**config.mk**
```make
export PLATFORM = sky130hd
export DESIGN_NAME = pe_core_v3
export DESIGN_NICKNAME = d
export VERILOG_FILES = /design/src/rtl/pe_v3_pkg.sv /design/src/rtl/pe_v3_divider.sv /design/src/rtl/pe_core_v3.sv
export SDC_FILE = /design/constraint.sdc
export NUM_CORES = 2
export LEC_CHECK = 0
export CORE_AREA = 2 2 221 310
export DETAILED_ROUTE_END_ITERATION = 10
export DIE_AREA = 0 0 223 312
export GPL_TIMING_DRIVEN = 0
export MAX_ROUTING_LAYER = met4
export PLACE_DENSITY = 0.79
export SYNTH_ARGS = -nofsm -noshare
export SYNTH_HDL_FRONTEND = slang
export SYNTH_SLANG_ARGS = --single-unit
```
**constraint.sdc**
```tcl
create_clock -name clk -period 9.5 [get_ports clk]
set_input_delay 1.425 -clock clk [delete_from_list [all_inputs] [get_ports clk]]
set_output_delay 1.425 -clock clk [all_outputs]
set_load 0.02 [all_outputs]
```
**src/rtl/pe_v3_pkg.sv**
```systemverilog
// pe_v3_pkg: opcode/func constants, FSM state and FIFO entry for pe_core_v3.
// Entry result field is PE_MAX_DW wide; cores use the low DATA_WIDTH bits.
package pe_v3_pkg;

  localparam int PE_MAX_DW = 64;

  localparam logic [6:0] OP_ARITH = 7'b0000001;
  localparam logic [6:0] OP_FPU   = 7'b0000010;
  localparam logic [6:0] OP_COMP  = 7'b0010000;

  localparam logic [4:0] A_ADD = 5'd1;
  localparam logic [4:0] A_SUB = 5'd2;
  localparam logic [4:0] A_MUL = 5'd3;
  localparam logic [4:0] A_DIV = 5'd4;
  localparam logic [4:0] A_MAD = 5'd5;
  localparam logic [4:0] A_REM = 5'd6;
  localparam logic [4:0] A_AND = 5'd9;
  localparam logic [4:0] A_OR  = 5'd10;
  localparam logic [4:0] A_XOR = 5'd11;
  localparam logic [4:0] A_SHL = 5'd12;
  localparam logic [4:0] A_SHR = 5'd13;

  localparam logic [4:0] F_FMA  = 5'd1;
  localparam logic [4:0] F_RELU = 5'd11;
  localparam logic [4:0] F_ABS  = 5'd13;
  localparam logic [4:0] F_NEG  = 5'd14;
  localparam logic [4:0] F_MIN  = 5'd16;
  localparam logic [4:0] F_MAX  = 5'd17;

  localparam logic [4:0] C_EQ = 5'd1;
  localparam logic [4:0] C_NE = 5'd2;
  localparam logic [4:0] C_LT = 5'd3;
  localparam logic [4:0] C_LE = 5'd4;
  localparam logic [4:0] C_GT = 5'd5;
  localparam logic [4:0] C_GE = 5'd6;

  typedef enum logic {IDLE, DIV_BUSY} state_t;

  typedef struct packed {
    logic [PE_MAX_DW-1:0] result;
    logic [4:0]           rd;
    logic                 err;
  } fifo_entry_t;

endpackage

```
**src/rtl/pe_v3_divider.sv**
```systemverilog
// pe_v3_divider: unsigned restoring divider, one quotient bit per cycle.
// Ports: clk, rst_n, start, dividend, divisor -> busy, done (1-cycle pulse),
// quotient, remainder (valid while done is high and until next start).
module pe_v3_divider
  import pe_v3_pkg::*;
#(
  parameter int DATA_WIDTH = 32
) (
  input  logic                  clk,
  input  logic                  rst_n,
  input  logic                  start,
  input  logic [DATA_WIDTH-1:0] dividend,
  input  logic [DATA_WIDTH-1:0] divisor,
  output logic                  busy,
  output logic                  done,
  output logic [DATA_WIDTH-1:0] quotient,
  output logic [DATA_WIDTH-1:0] remainder
);

  localparam int DW  = DATA_WIDTH;
  localparam int CNW = $clog2(DATA_WIDTH + 1);

  logic [DW-1:0]  r_quo;
  logic [DW-1:0]  r_rem;
  logic [DW-1:0]  r_dvs;
  logic [CNW-1:0] r_cnt;
  logic           r_busy;
  logic           r_done;
  logic [DW:0]    w_sh;
  logic [DW:0]    w_sub;

  // Partial remainder shifted left with the next dividend bit;
  // a clear borrow bit means the divisor fits.
  assign w_sh  = {r_rem, r_quo[DW-1]};
  assign w_sub = w_sh - {1'b0, r_dvs};

  always_ff @(posedge clk or negedge rst_n) begin
    if (!rst_n) begin
      r_quo  <= '0;
      r_rem  <= '0;
      r_dvs  <= '0;
      r_cnt  <= '0;
      r_busy <= 1'b0;
      r_done <= 1'b0;
    end else begin
      r_done <= 1'b0;
      if (start) begin
        r_quo  <= dividend;
        r_rem  <= '0;
        r_dvs  <= divisor;
        r_cnt  <= CNW'(DATA_WIDTH);
        r_busy <= 1'b1;
      end else if (r_busy) begin
        if (!w_sub[DW]) begin
          r_rem <= w_sub[DW-1:0];
          r_quo <= {r_quo[DW-2:0], 1'b1};
        end else begin
          r_rem <= w_sh[DW-1:0];
          r_quo <= {r_quo[DW-2:0], 1'b0};
        end
        r_cnt <= r_cnt - CNW'(1);
        if (r_cnt == CNW'(1)) begin
          r_busy <= 1'b0;
          r_done <= 1'b1;
        end
      end
    end
  end

  assign busy      = r_busy;
  assign done      = r_done;
  assign quotient  = r_quo;
  assign remainder = r_rem;

endmodule

```
**src/rtl/pe_core_v3.sv**
```systemverilog
// pe_core_v3: PE core with execute register, iterative divider, result FIFO.
// In: clk, rst_n, instr, valid_in, op1_i..op3_i, result_ready.
// Out: ready_out, result_o, rd_o, err_o, result_valid.
// Define PE_V3_DIV_EN to build the divider; otherwise DIV/REM are illegal.
module pe_core_v3
  import pe_v3_pkg::*;
#(
  parameter int DATA_WIDTH = 32,
  parameter int FIFO_DEPTH = 4
) (
  input  logic                  clk,
  input  logic                  rst_n,
  input  logic [31:0]           instr,
  input  logic                  valid_in,
  output logic                  ready_out,
  input  logic [DATA_WIDTH-1:0] op1_i,
  input  logic [DATA_WIDTH-1:0] op2_i,
  input  logic [DATA_WIDTH-1:0] op3_i,
  output logic [DATA_WIDTH-1:0] result_o,
  output logic [4:0]            rd_o,
  output logic                  err_o,
  output logic                  result_valid,
  input  logic                  result_ready
);

  localparam int DW  = DATA_WIDTH;
  localparam int PW  = $clog2(FIFO_DEPTH);
  localparam int CW  = PW + 1;
  localparam int OW  = CW + 1;
  localparam int SHW = $clog2(DATA_WIDTH);

  logic [6:0]    w_opc;
  logic [4:0]    w_fn;
  logic [4:0]    w_rd;
  logic          w_acc;
  logic          w_is_div;
  logic          w_start;

  state_t        r_state;
  logic [4:0]    r_div_rd;
  logic          r_div_rem;

  logic          r_e_valid;
  logic [6:0]    r_e_opc;
  logic [4:0]    r_e_fn;
  logic [4:0]    r_e_rd;
  logic [DW-1:0] r_e_op1;
  logic [DW-1:0] r_e_op2;
  logic [DW-1:0] r_e_op3;

  logic [DW-1:0] w_res;
  logic          w_err;
  logic [DW-1:0] w_mul;
  logic          w_lt;
  logic          w_eq;

  logic          w_dv_busy;
  logic          w_dv_done;
  logic [DW-1:0] w_dv_q;
  logic [DW-1:0] w_dv_r;

  fifo_entry_t   r_mem [FIFO_DEPTH];
  logic [PW-1:0] r_wptr;
  logic [PW-1:0] r_rptr;
  logic [CW-1:0] r_count;
  logic [OW-1:0] w_occ;
  fifo_entry_t   w_push_e;
  fifo_entry_t   w_head;
  logic          w_push;
  logic          w_pop;
  logic          w_unused;

  assign w_opc = instr[31:25];
  assign w_fn  = instr[24:20];
  assign w_rd  = instr[19:15];
  assign w_acc = valid_in && ready_out;

`ifdef PE_V3_DIV_EN
  // Zero divisors stay on the single-cycle path.
  assign w_is_div = (w_opc == OP_ARITH) &&
                    ((w_fn == A_DIV) || (w_fn == A_REM)) &&
                    (op2_i != '0);

  pe_v3_divider #(
    .DATA_WIDTH(DATA_WIDTH)
  ) u_div (
    .clk      (clk),
    .rst_n    (rst_n),
    .start    (w_start),
    .dividend (op1_i),
    .divisor  (op2_i),
    .busy     (w_dv_busy),
    .done     (w_dv_done),
    .quotient (w_dv_q),
    .remainder(w_dv_r)
  );
`else
  assign w_is_div  = 1'b0;
  assign w_dv_busy = 1'b0;
  assign w_dv_done = 1'b0;
  assign w_dv_q    = '0;
  assign w_dv_r    = '0;
`endif

  assign w_start = w_acc && w_is_div;

  always_ff @(posedge clk or negedge rst_n) begin
    if (!rst_n) begin
      r_state   <= IDLE;
      r_div_rd  <= '0;
      r_div_rem <= 1'b0;
    end else begin
      unique case (r_state)
        IDLE: begin
          if (w_start) begin
            r_state   <= DIV_BUSY;
            r_div_rd  <= w_rd;
            r_div_rem <= (w_fn == A_REM);
          end
        end
        DIV_BUSY: begin
          if (w_dv_done) r_state <= IDLE;
        end
        default: r_state <= IDLE;
      endcase
    end
  end

  always_ff @(posedge clk or negedge rst_n) begin
    if (!rst_n) begin
      r_e_valid <= 1'b0;
      r_e_opc   <= '0;
      r_e_fn    <= '0;
      r_e_rd    <= '0;
      r_e_op1   <= '0;
      r_e_op2   <= '0;
      r_e_op3   <= '0;
    end else begin
      r_e_valid <= w_acc && !w_is_div;
      if (w_acc && !w_is_div) begin
        r_e_opc <= w_opc;
        r_e_fn  <= w_fn;
        r_e_rd  <= w_rd;
        r_e_op1 <= op1_i;
        r_e_op2 <= op2_i;
        r_e_op3 <= op3_i;
      end
    end
  end

  assign w_mul = r_e_op1 * r_e_op2;
  assign w_lt  = $signed(r_e_op1) < $signed(r_e_op2);
  assign w_eq  = (r_e_op1 == r_e_op2);

  always_comb begin
    w_res = '0;
    w_err = 1'b0;
    unique case (1'b1)
      (r_e_opc == OP_ARITH): begin
        case (r_e_fn)
          A_ADD: w_res = r_e_op1 + r_e_op2;
          A_SUB: w_res = r_e_op1 - r_e_op2;
          A_MUL: w_res = w_mul;
          A_MAD: w_res = w_mul + r_e_op3;
`ifdef PE_V3_DIV_EN
          A_DIV: begin
            w_res = '1;
            w_err = 1'b1;
          end
          A_REM: begin
            w_res = r_e_op1;
            w_err = 1'b1;
          end
`endif
          A_AND: w_res = r_e_op1 & r_e_op2;
          A_OR:  w_res = r_e_op1 | r_e_op2;
          A_XOR: w_res = r_e_op1 ^ r_e_op2;
          A_SHL: w_res = r_e_op1 << r_e_op2[SHW-1:0];
          A_SHR: w_res = r_e_op1 >> r_e_op2[SHW-1:0];
          default: w_err = 1'b1;
        endcase
      end
      (r_e_opc == OP_FPU): begin
        case (r_e_fn)
          F_FMA:  w_res = w_mul + r_e_op3;
          F_RELU: w_res = r_e_op1[DW-1] ? '0 : r_e_op1;
          F_ABS:  w_res = r_e_op1[DW-1] ? -r_e_op1 : r_e_op1;
          F_NEG:  w_res = -r_e_op1;
          F_MIN:  w_res = w_lt ? r_e_op1 : r_e_op2;
          F_MAX:  w_res = w_lt ? r_e_op2 : r_e_op1;
          default: w_err = 1'b1;
        endcase
      end
      (r_e_opc == OP_COMP): begin
        case (r_e_fn)
          C_EQ: w_res = {{(DW-1){1'b0}}, w_eq};
          C_NE: w_res = {{(DW-1){1'b0}}, !w_eq};
          C_LT: w_res = {{(DW-1){1'b0}}, w_lt};
          C_LE: w_res = {{(DW-1){1'b0}}, w_lt || w_eq};
          C_GT: w_res = {{(DW-1){1'b0}}, !(w_lt || w_eq)};
          C_GE: w_res = {{(DW-1){1'b0}}, !w_lt};
          default: w_err = 1'b1;
        endcase
      end
      default: w_err = 1'b1;
    endcase
  end

  // E and divider never complete on the same edge: no issue while busy.
  assign w_push = r_e_valid || w_dv_done;
  assign w_pop  = (r_count != '0) && result_ready;

  always_comb begin
    w_push_e = '0;
    if (w_dv_done) begin
      w_push_e.result = PE_MAX_DW'(r_div_rem ? w_dv_r : w_dv_q);
      w_push_e.rd     = r_div_rd;
      w_push_e.err    = 1'b0;
    end else begin
      w_push_e.result = PE_MAX_DW'(w_res);
      w_push_e.rd     = r_e_rd;
      w_push_e.err    = w_err;
    end
  end

  always_ff @(posedge clk or negedge rst_n) begin
    if (!rst_n) begin
      for (int i = 0; i < FIFO_DEPTH; i++) r_mem[i] <= '0;
      r_wptr  <= '0;
      r_rptr  <= '0;
      r_count <= '0;
    end else begin
      if (w_push) begin
        r_mem[r_wptr] <= w_push_e;
        r_wptr        <= r_wptr + PW'(1);
      end
      if (w_pop) r_rptr <= r_rptr + PW'(1);
      unique case ({w_push, w_pop})
        2'b10:   r_count <= r_count + CW'(1);
        2'b01:   r_count <= r_count - CW'(1);
        default: r_count <= r_count;
      endcase
    end
  end

  // E counts as a reserved slot so its push can never overflow.
  assign w_occ     = {1'b0, r_count} + {{CW{1'b0}}, r_e_valid};
  assign ready_out = (r_state == IDLE) && (w_occ < OW'(FIFO_DEPTH));

  assign w_head       = r_mem[r_rptr];
  assign result_o     = w_head.result[DW-1:0];
  assign rd_o         = w_head.rd;
  assign err_o        = w_head.err;
  assign result_valid = (r_count != '0);

  assign w_unused = ^{instr[14:0], w_head.result, w_dv_busy};

endmodule
```
==> impl_metrics.tcl, run 1 <==
set metrics [dict create \
    gp_congestion 1.24 \
    grt_overflow 361 \
    io_pins 172 \
    rows 112 \
    flow.stopped_at "global routing (5_1_grt)" \
    ctsRootBufferMaster "clkbuf_16" \
    seq_area_frac_synth 0.178 \
    die_x_um 223 \
    cts_hold_buf 0 \
    synthDominantCellAreaShare 0.215 \
    synth_nets 5293 \
    portBuffers 156 \
    synth_common_cells "nand2_1 (623), inv_1 (517), nor2_1 (510), fa_1 (412), dfrtp_1 (273)" \
    grt_pass1_wl_um 375000 \
    cts_sinks 273 \
    yosysMostFrequentCell "nand2_1" \
    initial_utilization 0.576 \
    numCtsBuffers 27 \
    tool.error "[ERROR GRT-0116] Global routing finished with congestion. Check the congestion regions in the DRC Viewer." \
    grt_max_degree 105 \
    async_flop_share 1.00 \
    dp_hpwl_um 171000 \
    track_usage 0.755 \
    htree_levels 1 \
    synth.avg_cell_area_sq_um 8.54 \
    ys_warn_count 0 \
    synthCells 4491 \
    ys_ff_latch 273 \
    place_ws_ps -3790 \
    grt_pass1_vias 48900 \
    clk_path_buf_depth 3 \
    synth_area_leaders "fa_1 (21%), dfrtp_1 (18%), ha_1 (8.4%)" \
    yosys.cell_types.count 100 \
    die_y_um 312 \
    synth_ff_type "dfrtp_1" \
    synth_edf_count 0 \
    synth_largest_area_cell "fa_1" \
    status "did not finish" \
    netlist_area_sq_um 38400 \
]
## timing repair
item	in CTS
setup endpoints to repair	96
pin swaps	29
cloned	1
resized for setup	471
setup buffers	61
## routing by layer
layer  GRT usage  GRT overflow
met4       0.760           153
met5           -             -
met1       0.747             1
met2       0.934           202
met3       0.525             5
## per-stage QoR
step                      hold WS, ps  utilization  instance area, sq um  std cells
after detailed placement          469        0.618                 41200       5509
after floorplan                   441            -                 38400       4491
after CTS                         486        0.664                 44200       5601
after global placement            453        0.616                 41000       5502
## cells by family after synthesis
| kind of cell | after synthesis | synth area share |
|---|---|---|
| compound gates | 933 | 0.161 |
| xor+xnor | 125 | 0.0292 |
| fa+ha+maj | 670 | 0.299 |
| buf+inv | 839 | 0.0835 |
| flops | 273 | 0.178 |
| mux | 222 | 0.0913 |
| simple gates | 1429 | 0.158 |
==> run 2, diff against run 1 <==
--- a/config.mk
+++ b/config.mk
@@ -5,12 +5,11 @@
 export SDC_FILE = /design/constraint.sdc
 export NUM_CORES = 2
 export LEC_CHECK = 0
-export CORE_AREA = 2 2 221 310
+export CORE_AREA = 2 2 313 315
 export DETAILED_ROUTE_END_ITERATION = 10
-export DIE_AREA = 0 0 223 312
+export DIE_AREA = 0 0 315 317
 export GPL_TIMING_DRIVEN = 0
-export MAX_ROUTING_LAYER = met4
-export PLACE_DENSITY = 0.79
+export PLACE_DENSITY_LB_ADDON = 0.15
 export SYNTH_ARGS = -nofsm -noshare
 export SYNTH_HDL_FRONTEND = slang
 export SYNTH_SLANG_ARGS = --single-unit
==> constraint.sdc (replaced) <==
create_clock -name clk -period 12.3 [get_ports clk]
set_input_delay 1.845 -clock clk [delete_from_list [all_inputs] [get_ports clk]]
set_output_delay 1.845 -clock clk [all_outputs]
set_load 0.02 [all_outputs]
==> impl_metrics.tcl, run 2 <==
set metrics [dict create \
    status "finished, violations left" \
    failed_checks "capacitance limit, slew limit" \
    synthCells 4491 \
    crit_path_top_delay_cell "o31ai_1" \
    finalNetCount 5485 \
    via_count 37500 \
    synth.avg_cell_area_sq_um 8.54 \
    hold_viol 0 \
    period_share 0.994 \
    seq_area_frac_synth 0.178 \
    firstDrtPassIters 7 \
    ys_ff_latch 273 \
    grt_max_degree 114 \
    numCtsBuffers 31 \
    fmax_mhz 81.8 \
    cts_hold_buf 0 \
    detail_route.wl_per_cell_um 34.8 \
    routed_wl_um 208000 \
    die_x_um 315 \
    synth_largest_area_cell "fa_1" \
    max_stage_delay_ps 1140 \
    skew_ps 39.8 \
    worst-setup-path-type "reg2reg" \
    regMostFlops "r_mem" \
    synth_nets 5293 \
    layout_common_cells "nand2_1 (623), inv_1 (515), nor2_1 (510), fa_1 (412), dfrtp_1 (273)" \
    fill_cells 9789 \
    portBuffers 156 \
    maxSlewViolCount 13 \
    ctsRootBufferMaster "clkbuf_16" \
    cp.required_ps 12770 \
    hp-class "reg2reg" \
    grt_antenna_before_repair 16 \
    setup_viol 0 \
    crit_path_start_kind "flop" \
    largest_register_ffs 152 \
    cap_violations 2 \
    track_usage 0.419 \
    htree_levels 1 \
    maxSlewHeadroom -0.101 \
    crit_path_end_kind "flop" \
    area_growth_pct 12.1 \
    layout-drive-gt1-share 0.0803 \
    layout_commonest_cell "nand2_1" \
    rows 114 \
    die_y_um 317 \
    worstMarginPinSlew_ps 1650 \
    netlist_area_sq_um 38400 \
    fin_util 0.447 \
    cp_max_fo 16 \
    grt_overflow 0 \
    finalCriticalPeriod_ps 12220 \
    synthDominantCellAreaShare 0.215 \
    cts_sinks 273 \
    dp_hpwl_um 171000 \
    routed_via_density 6.26 \
    path_clk_slew_ps 70 \
    initial_utilization 0.399 \
    tns_ps 0 \
    grt_pass1_wl_um 291000 \
    dieArea_sq_um 99900 \
    antenna_left 0 \
    drc 0 \
    ys_warn_count 0 \
    clk_latency_ps 650 \
    clk_path_buf_depth 3 \
    drt-initial-drc-count 4490 \
    gp_congestion 1.10 \
    io_pins 172 \
    core_area_sq_um 96300 \
    synth_edf_count 0 \
    synth_area_leaders "fa_1 (21%), dfrtp_1 (18%), ha_1 (8.4%)" \
    critical_path_arrival_ps 12700 \
    holdWs_ps 474 \
    yosysMostFrequentCell "nand2_1" \
    async_flop_share 1.00 \
    cpMostUsedCell "fa_1" \
    grt_pass1_vias 37500 \
    synth_common_cells "nand2_1 (623), inv_1 (517), nor2_1 (510), fa_1 (412), dfrtp_1 (273)" \
    yosys.cell_types.count 100 \
    synth_ff_type "dfrtp_1" \
    cts_tree "yes" \
]
run 2: cell type report:
cell class | count | area, sq um | share of cell area
repair buffers | 167 | 1700 | 0.0396
multi-input cells | 3379 | 28500 | 0.663
clock buffers | 36 | 835 | 0.0194
well taps | 1276 | 1600 | 0.0371
plain buffers | 300 | 1250 | 0.0290
inverters | 531 | 2010 | 0.0466
clock inverters | 22 | 249 | 0.00579
flip-flops and latches | 273 | 6830 | 0.159
diodes | 7 | 17.5 | 0.000407
run 2: worst paths after layout:
path                            startpoint     endpoint  slack (ps)  cells past startpoint
worst max-delay path            r_e_op2[2]   r_mem[231]          80                     31
worst min-delay path              r_mem[1]     r_mem[1]         470                      2
worst max register to register  r_e_op2[2]   r_mem[231]          80                     31
worst min register to register    r_mem[1]     r_mem[1]         470                      2
max in group asynchronous            rst_n  r_e_op1[27]       10100                      2
min in group asynchronous            rst_n    r_mem[85]        1180                      1
run 2: timing repair:
item / in CTS / in global routing
buffers inserted: 0 / 3
gates resized for setup: 23 / 68
setup endpoints to repair: 76 / 51
cloned: 0 / 0
run 2: per-stage QoR:
step | setup slack (ps) | cells | cell area, sq um
floorplan | 2670 | 4491 | 38400
global placement | -2950 | 5923 | 41500
detailed placement | -1920 | 5931 | 41700
CTS | 36.2 | 5985 | 42900
global route | -4.88 | 5984 | 43000
finish | 76.8 | 5991 | 43000
run 2: worst max-delay path, delay by kind of cell, from the launching register on:
kind                     cells  cell delay (ps)
adder cells (fa/ha/maj)     10             4210
buffers and inverters        7             1940
AND/OR/NAND/NOR              3              770
flip-flops                   1              600
AO/OA/AOI/OAI                9             3360
XOR/XNOR                     2             1140
run 2: cells by family after synthesis:
group / count (synthesis) / synth area share
DFF: 273 / 0.178
buffers and inverters: 839 / 0.0835
muxes: 222 / 0.0913
AOI/OAI and AO/OA: 933 / 0.161
xor gates and xnor gates: 125 / 0.0292
adders and majority gates: 670 / 0.299
and+or+nand+nor: 1429 / 0.158
run 2: routing by layer:
layer,global-route usage,wire length (um)
met5,0,110
met4,0.283,17800
met3,0.125,22800
met2,0.636,89800
met1,0.514,77900
Power of run 2 is left out: the tool's default activity adds up to more than one toggle a clock period on the data nets, which glitch-free logic cannot reach.
